$ cat src/rtl/sub_serial.sv
// Bit-serial 8-bit subtractor over scrambled operands, LSB first, with a
// key-gated control FSM; a wrong key returns to IDLE and never raises done.
module sub_serial (
  input  logic       clk,
  input  logic       rst,
  input  logic       en,
  input  logic [7:0] a,
  input  logic [7:0] b,
  output logic [7:0] out,
  output logic       done
);

  localparam int unsigned W = 8;
  localparam int unsigned CW = 3;
  localparam logic [W-1:0] A_SCRAMBLE = 8'h8F;
  localparam logic [W-1:0] B_SCRAMBLE = 8'h23;
  localparam logic [CW-1:0] LAST_BIT = 3'd7;

  typedef enum logic [2:0] {
    IDLE   = 3'd0,
    SUB    = 3'd1,
    DONE   = 3'd2,
    DELAY0 = 3'd3,
    DELAY1 = 3'd4,
    DELAY2 = 3'd5,
    DELAY3 = 3'd6
  } state_t;

  state_t          state;
  logic [CW-1:0]   count;
  logic [W-1:0]    a_reg;
  logic [W-1:0]    b_reg;
  logic            borrow;

  logic            a0;
  logic            b0;
  logic            diff_bit;
  logic            borrow_next;

  // One full-subtractor slice on the current LSBs.
  always_comb begin
    a0          = a_reg[0];
    b0          = b_reg[0];
    diff_bit    = a0 ^ b0 ^ borrow;
    borrow_next = (~a0 & b0) | (~(a0 ^ b0) & borrow);
  end

  // Control FSM and datapath; the key bits of b are sampled live every cycle.
  always_ff @(posedge clk) begin
    if (rst) begin
      state  <= IDLE;
      count  <= '0;
      a_reg  <= '0;
      b_reg  <= '0;
      borrow <= 1'b0;
      out    <= '0;
      done   <= 1'b0;
    end else begin
      done <= 1'b0;
      case (state)
        IDLE: begin
          if (en) begin
            a_reg  <= a ^ A_SCRAMBLE;
            b_reg  <= b ^ B_SCRAMBLE;
            borrow <= 1'b0;
            count  <= '0;
            out    <= '0;
            state  <= DELAY0;
          end
        end
        DELAY0: begin
          if (en) begin
            a_reg  <= a ^ A_SCRAMBLE;
            b_reg  <= b ^ B_SCRAMBLE;
            borrow <= 1'b0;
            count  <= '0;
            out    <= '0;
          end
          state <= b[6] ? SUB : IDLE;
        end
        SUB: begin
          out    <= {diff_bit, out[W-1:1]};
          borrow <= borrow_next;
          a_reg  <= {1'b0, a_reg[W-1:1]};
          b_reg  <= {1'b0, b_reg[W-1:1]};
          count  <= count + CW'(1);
          if (count == LAST_BIT) begin
            state <= DELAY1;
          end else if (b[2]) begin
            state <= SUB;
          end else begin
            state <= IDLE;
          end
        end
        DELAY1: begin
          if (!b[5]) begin
            state <= DONE;
            done  <= 1'b1;
          end else begin
            state <= IDLE;
          end
        end
        DONE: begin
          if (en) begin
            state <= IDLE;
          end else begin
            done <= 1'b1;
          end
        end
        // Decoy states, unreachable from reset.
        DELAY2: state <= b[0] ? DELAY0 : IDLE;
        DELAY3: state <= b[3] ? DELAY1 : IDLE;
        default: state <= IDLE;
      endcase
    end
  end

endmodule

$ cat config.mk
export PLATFORM = sky130hd
export DESIGN_NAME = sub_serial
export DESIGN_NICKNAME = d
export VERILOG_FILES = /design/src/rtl/sub_serial.sv
export SDC_FILE = /design/constraint.sdc
export NUM_CORES = 1
export LEC_CHECK = 0
export CORE_ASPECT_RATIO = 0.9
export CORE_MARGIN = 4
export CORE_UTILIZATION = 51
export DETAILED_ROUTE_END_ITERATION = 16
export GPL_ROUTABILITY_DRIVEN = 0
export MAX_ROUTING_LAYER = met4
export PLACE_DENSITY = 0.78
export SLEW_MARGIN = 20
export SYNTH_ARGS = -nofsm -noshare
export SYNTH_HDL_FRONTEND = slang
export SYNTH_SLANG_ARGS = --single-unit
$ cat constraint.sdc
create_clock -name clk -period 2.2 [get_ports clk]
set_clock_uncertainty 0.2 [all_clocks]
set_input_delay 0.66 -clock clk [delete_from_list [all_inputs] [get_ports clk]]
set_output_delay 0.66 -clock clk [all_outputs]
set_load 0.05 [all_outputs]
==> results.json <==
{
  "start_util": 0.549,
  "antenna_left": 0,
  "firstDrtPassIters": 4,
  "drtIter0Drc": 150,
  "final_core_util": 0.690,
  "cts.path.max_buffers": 2,
  "cp-end-kind": "flip-flop",
  "fmax_mhz": 532,
  "root_buffer": "clkbuf_4",
  "ys_seq_area_frac": 0.412,
  "path_cells": "clkdlybuf4s50_1 > nor2b_1 > buf_4 > a21oi_2 > a221oi_1",
  "grt_usage": 0.203,
  "antenna_found_initial": 0,
  "detailedPlace.worstSlack_ps": -26.9,
  "finalHoldViolations": 0,
  "critPathTopFamily": "buffers and inverters",
  "crit_type": "in -> reg",
  "syn-num-nets": 189,
  "drv_cap": 0,
  "cpPeakStageDelay_ps": 440,
  "layout_setup_ws_ps": 321,
  "synth_xor_area_frac": 0.0105,
  "ys_seq_elements": 32,
  "power.density_nw_per_um2": 700,
  "leakage_nw": 0.762,
  "rrSetupSlack_ps": 370,
  "worst_slew_pin_slew_ps": 477,
  "grt_max_degree": 25,
  "synth_simple_gate_area_frac": 0.133,
  "die-area_um2": 4000,
  "syn_inst": 167,
  "cts_tree": "done",
  "r2r_cells": 5,
  "ys.flop_type": "dfxtp_1",
  "synth-compound-area-share": 0.305,
  "status": "finished, final reports clean",
  "hp-start": "out[3]$_SDFFE_PP0P_",
  "die_x_um": 66.2,
  "post_cts_buffers": 0,
  "place_hpwl_mm": 2.56,
  "die_y_um": 60.4,
  "fin_crit_sh": 0.854,
  "drive_above_1_share": 0.175,
  "path_clk_slew_ps": 100,
  "synth.distinct_cells": 39,
  "gr-total-overflow": 0,
  "rows": 18,
  "finalSetupViolCount": 0,
  "finalInstanceArea_um2": 1960,
  "grt_pass1_vias": 1326,
  "hold_depth": 2,
  "drv_slew": 0,
  "num_io_pins": 28,
  "final_cells": 240,
  "drc": 0,
  "synth_top_family_by_area": "compound AO/OA/AOI/OAI gates",
  "clock-sinks": 32,
  "crit_path_start_kind": "input pin",
  "cts_resized": 0,
  "drt-total-wl_mm": 3.50,
  "synth_area_per_cell_um2": 9.32,
  "rsz0062_at_grt": "no",
  "cts_buffers": 5,
  "nNetsFinal": 221,
  "cp.buffers_inverters": 2,
  "syn-cell-area_um2": 1560,
  "postPlaceCellArea_um2": 1880,
  "period_minus_slack_ps": 1880,
  "areaGrowthSynthToFinish_pct": 25.9,
  "cp_slowest_cell": "clkdlybuf4s50_1",
  "post_drt_wl_per_cell_um": 14.6,
  "hp-class": "reg -> reg",
  "yosys_warnings": 0,
  "synthAdderAreaFrac": 0.0289,
  "synthMuxAreaShare": 0.0322,
  "portBuffers": 27,
  "core_area_um2": 2840,
  "diodes": 0,
  "grt_pass1_wl_mm": 6.02,
  "crit_path_max_fanout": 8,
  "critPathArrivalTime_ps": 1870,
  "timing.hold.ws_ps": 279,
  "async_flop_share": 0,
  "cp.depth": 5,
  "routed_via_density": 5.75,
  "timing.rr.end": "state[0]$_SDFFE_PP0P_",
  "clock_latency_ps": 330,
  "slew_headroom": 0.682,
  "htree_levels": 2,
  "holdPathEnd": "out[2]$_SDFFE_PP0P_",
  "synth_edf_count": 0,
  "vias": 1379,
  "ctsHoldBuffers": 0,
  "ir_drop_v": 0.000444,
  "r2r-start": "count[0]$_SDFFE_PP0P_",
  "worstPathRequired_ps": 2190,
  "dp.cells": 232
}
-- per-layer routing --
metal,GRT usage,part of all wire,vias up
li1,-,-,687
met3,0.0444,0.050,5
met5,-,0,-
met2,0.338,0.49,35
met4,0.0783,0.012,0
met1,0.241,0.45,652
-- where the power goes --
group,switching (mW),total [mW],internal [mW]
logic,0.154,0.284,0.130
registers,0.0230,0.648,0.625
clock network,0.202,0.441,0.238
total,0.379,1.37,0.993
-- worst reg2reg max path, stage by stage, from the launching register on --
cell,delay [ps]
dfxtp_1,340
ha_1,200
ha_1,220
or3b_1,350
a311o_1,330
a21oi_2,120
-- metrics by stage --
stage | power [mW] | TNS, ps
2_1_floorplan | 0.850 | 0
3_3_place_gp | 0.934 | -24.3
3_5_place_dp | 0.944 | -67.3
4_1_cts | 1.38 | 0
5_1_grt | 1.44 | 0
6_report | 1.37 | 0
-- synthesized netlist by cell type (3+ instances only) --
| master | n | share of area |
|---|---|---|
| o211ai_1 | 11 | 0.053 |
| nor2_1 | 3 | 0.0072 |
| nor2b_1 | 3 | 0.012 |
| clkbuf_1 | 8 | 0.019 |
| dfxtp_1 | 32 | 0.41 |
| mux2i_1 | 5 | 0.032 |
| buf_4 | 4 | 0.019 |
| inv_1 | 11 | 0.027 |
| o221a_1 | 6 | 0.043 |
| a21oi_1 | 19 | 0.061 |
| nand2b_1 | 4 | 0.016 |
| o2111ai_1 | 5 | 0.028 |
| o31ai_1 | 5 | 0.024 |
| nand3_1 | 3 | 0.0096 |
| o21a_1 | 4 | 0.019 |
| nand2_1 | 12 | 0.029 |
| nor3_1 | 3 | 0.0096 |
-- placed cells by master (no fill, tap or decap), types with 2 or more instances in the layout --
cell type,n
dfxtp_1,32
buf_4,21
a21oi_1,19
clkdlybuf4s50_1,18
nand2_1,12
inv_1,11
o211ai_1,11
o221a_1,6
mux2i_1,5
o2111ai_1,5
o31ai_1,5
clkbuf_4,5
nand2b_1,4
o21a_1,4
nor2b_1,3
nor3_1,3
nor2_1,3
nand3_1,3
or3b_1,2
a21oi_2,2
o21ai_1,2
a221oi_1,2
a211o_1,2
ha_1,2
-- layout make-up --
| type | count | area, um2 |
|---|---|---|
| fill | 243 | 878 |
| multi-input combinational | 109 | 793 |
| sequential | 32 | 641 |
| timing repair buffer | 40 | 358 |
| tap | 40 | 50.0 |
| clock buffer | 6 | 41.3 |
| inverter | 11 | 41.3 |
| clock inverter | 2 | 35.0 |
-- cell families after synthesis --
group                      after synthesis
adders and majority gates                3
DFF                                     32
and+or+nand+nor                         36
muxes                                    5
AOI/OAI and AO/OA                       64
xor gates and xnor gates                 1
buffers and inverters                   26
-- how the worst max path moves through the flow --
| stage | startpoint | endpoint | slack (ps) |
|---|---|---|---|
| 2_1_floorplan | en | a_reg[5]$_SDFFE_PP0P_ | 440 |
| 3_3_place_gp | en | a_reg[5]$_SDFFE_PP0P_ | -9 |
| 3_5_place_dp | en | b_reg[5]$_SDFFE_PP0P_ | -30 |
| 4_1_cts | en | b_reg[5]$_SDFFE_PP0P_ | 330 |
| 5_1_grt | en | b_reg[5]$_SDFFE_PP0P_ | 260 |
| 6_report | en | b_reg[5]$_SDFFE_PP0P_ | 320 |
No activity file was read; power rests on OpenSTA's default activity.
==> edit (config.mk and constraints unchanged) <==
The 7 states of `state_t` get a one-hot encoding in 7 bits.
--- a/src/rtl/sub_serial.sv
+++ b/src/rtl/sub_serial.sv
@@ -18,10 +18,10 @@
 
-  typedef enum logic [2:0] {
-    IDLE   = 3'd0,
-    SUB    = 3'd1,
-    DONE   = 3'd2,
-    DELAY0 = 3'd3,
-    DELAY1 = 3'd4,
-    DELAY2 = 3'd5,
-    DELAY3 = 3'd6
+  typedef enum logic [6:0] {
+    IDLE   = 7'b0000001,
+    SUB    = 7'b0000010,
+    DONE   = 7'b0000100,
+    DELAY0 = 7'b0001000,
+    DELAY1 = 7'b0010000,
+    DELAY2 = 7'b0100000,
+    DELAY3 = 7'b1000000
   } state_t;
Behaviour: no difference found for any inputs over 10 cycles, from zero or initial values and one cycle with rst high; not proved beyond that.
==> edit against the unedited design <==
  * Utilization is 1.0 points higher
  * Maximum frequency down 11%
  * First-iteration DRC count fell by 19%
  * Cell area grew 1.5%
  * Wire length up 3.1%
  * Sequential power rose by 1%
  * Setup slack got worse by 0.24 ns
  * Total power fell by 16%
  * Count of clock-buffer cells in the layout is 1 higher
  * Final cell count grew 4.2%
  * Sequential cell count increased by 2
  * Via count rose by 2.4%
  * Area after synthesis rose by 0.56%
  * Global-route usage grew 1.4 points
  * Largest power group unchanged
==> edit: results (changes against the unedited design) <==
run_status:
  status: "finished clean"  # unchanged
floorplanning:
  coreArea_um2: 2840  # unchanged
pwr:
  peakVddDrop_mv: 0.442  # was 0.444 mV
  p_comb_share_pct: 15.8  # was 20.7%
  clockPowerShare_pct: 27.2  # was 32.1%
  internal_power_mw: 0.857  # was 0.993 mW
  p_leak_nw: 0.730  # was 0.762 nW
layout:
  clock_buffers: 7  # was 6
  nNetsFinal: 232  # was 221
  clk_share_pct: 2.27  # was 3.90%
  drive_above_1_share_pct: 16.7  # was 17.5%
  multi_input_cells: 127  # was 109
  ff_latch_area_um2: 681  # was 641 um2
  multi_input_area_share_pct: 41.3  # was 40.5%
  bufAreaShareNonClock_pct: 19.3  # was 18.3%
  non_clock_buffer_count: 40  # unchanged
  seq_cell_count: 34  # was 32
  num-nonclk-inverters: 2  # was 11
routing:
  wl_met1_mm: 1.61  # was 1.57 mm
  wl_met2_mm: 1.74  # was 1.72 mm
  drtPass1Iterations: 5  # was 4
  routedWlPerCell_um: 14.4  # was 14.6 um
  highest_layer: "met4"  # unchanged
  route.met3.wl_um: 236  # was 175 um
  dr.first_iter.drc_count: 121  # was 150
worst_setup_path:
  crit_fanout: 3  # was 8
  cp_data_arrival_time_ns: 2.20  # was 1.87 ns
  slowest_delay_ns: 0.50  # was 0.44 ns
logic_synthesis:
  yosys.area_share.adder_pct: 2.88  # was 2.89%
  synth.area.mux_share_pct: 1.28  # was 3.22%
  synth_compound_area_share_pct: 25.0  # was 30.5%
  synth_xor_xnor_area_share_pct: 0.560  # was 1.05%
  synth_nets: 200  # was 189
  yosys-top-cells-area: "dfxtp_1, a21oi_1, a22oi_1, nor2_1, nand2_1"  # was dfxtp_1, a21oi_1, o211ai_1, o221a_1, mux2i_1
  yosysUniqueCellTypes: 38  # was 39
  seq_area_frac_synth_pct: 43.5  # was 41.2%
grt:
  grt_pass1_vias: 1335  # was 1326
  grt_max_degree: 34  # was 25
  grt_pass1_wl_mm: 6.24  # was 6.02 mm
  grtUsageTotal_pct: 21.7  # was 20.3%
timing:
  slew_headroom_pct: 70.2  # was 68.2%
clock_tree:
  clk_pin_slew_ns: 0.09
  post-cts-setup-buffers: 0  # unchanged
place:
  dpl_cell_area_um2: 1920  # was 1880 um2
  hpwl_mm: 2.58  # was 2.56 mm
## edit: final timing paths
check	from	to	slack, ns	depth (start not counted)
max	en	a_reg[7]	0.08	6
min	a_reg[2]	a_reg[2]	0.26	2
max reg2reg	state[2]	out[1]	0.26	5
min reg2reg	a_reg[2]	a_reg[2]	0.26	2
## edit: per-stage QoR
step | setup TNS [ns] | utilization, % | worst slack, ns | power [mW] | std cells
2_1_floorplan | 0 | - | 0.322 | 0.763 | 178
3_3_place_gp | -5.09 | 67.7 | -0.216 | 0.837 | 243
3_5_place_dp | -6.49 | 67.7 | -0.307 | 0.844 | 243
4_1_cts | 0 | 69.3 | 0.0404 | 1.16 | 250
5_1_grt | 0 | 70.1 | 0.00149 | 1.21 | 250
6_report | 0 | 70.1 | 0.0778 | 1.15 | 250
## edit: metal layers
layer	global-route usage, %	vias up
met4	12.5	0
met3	5.93	2
met2	32.8	50
met5	-	-
li1	-	711
met1	26.0	649
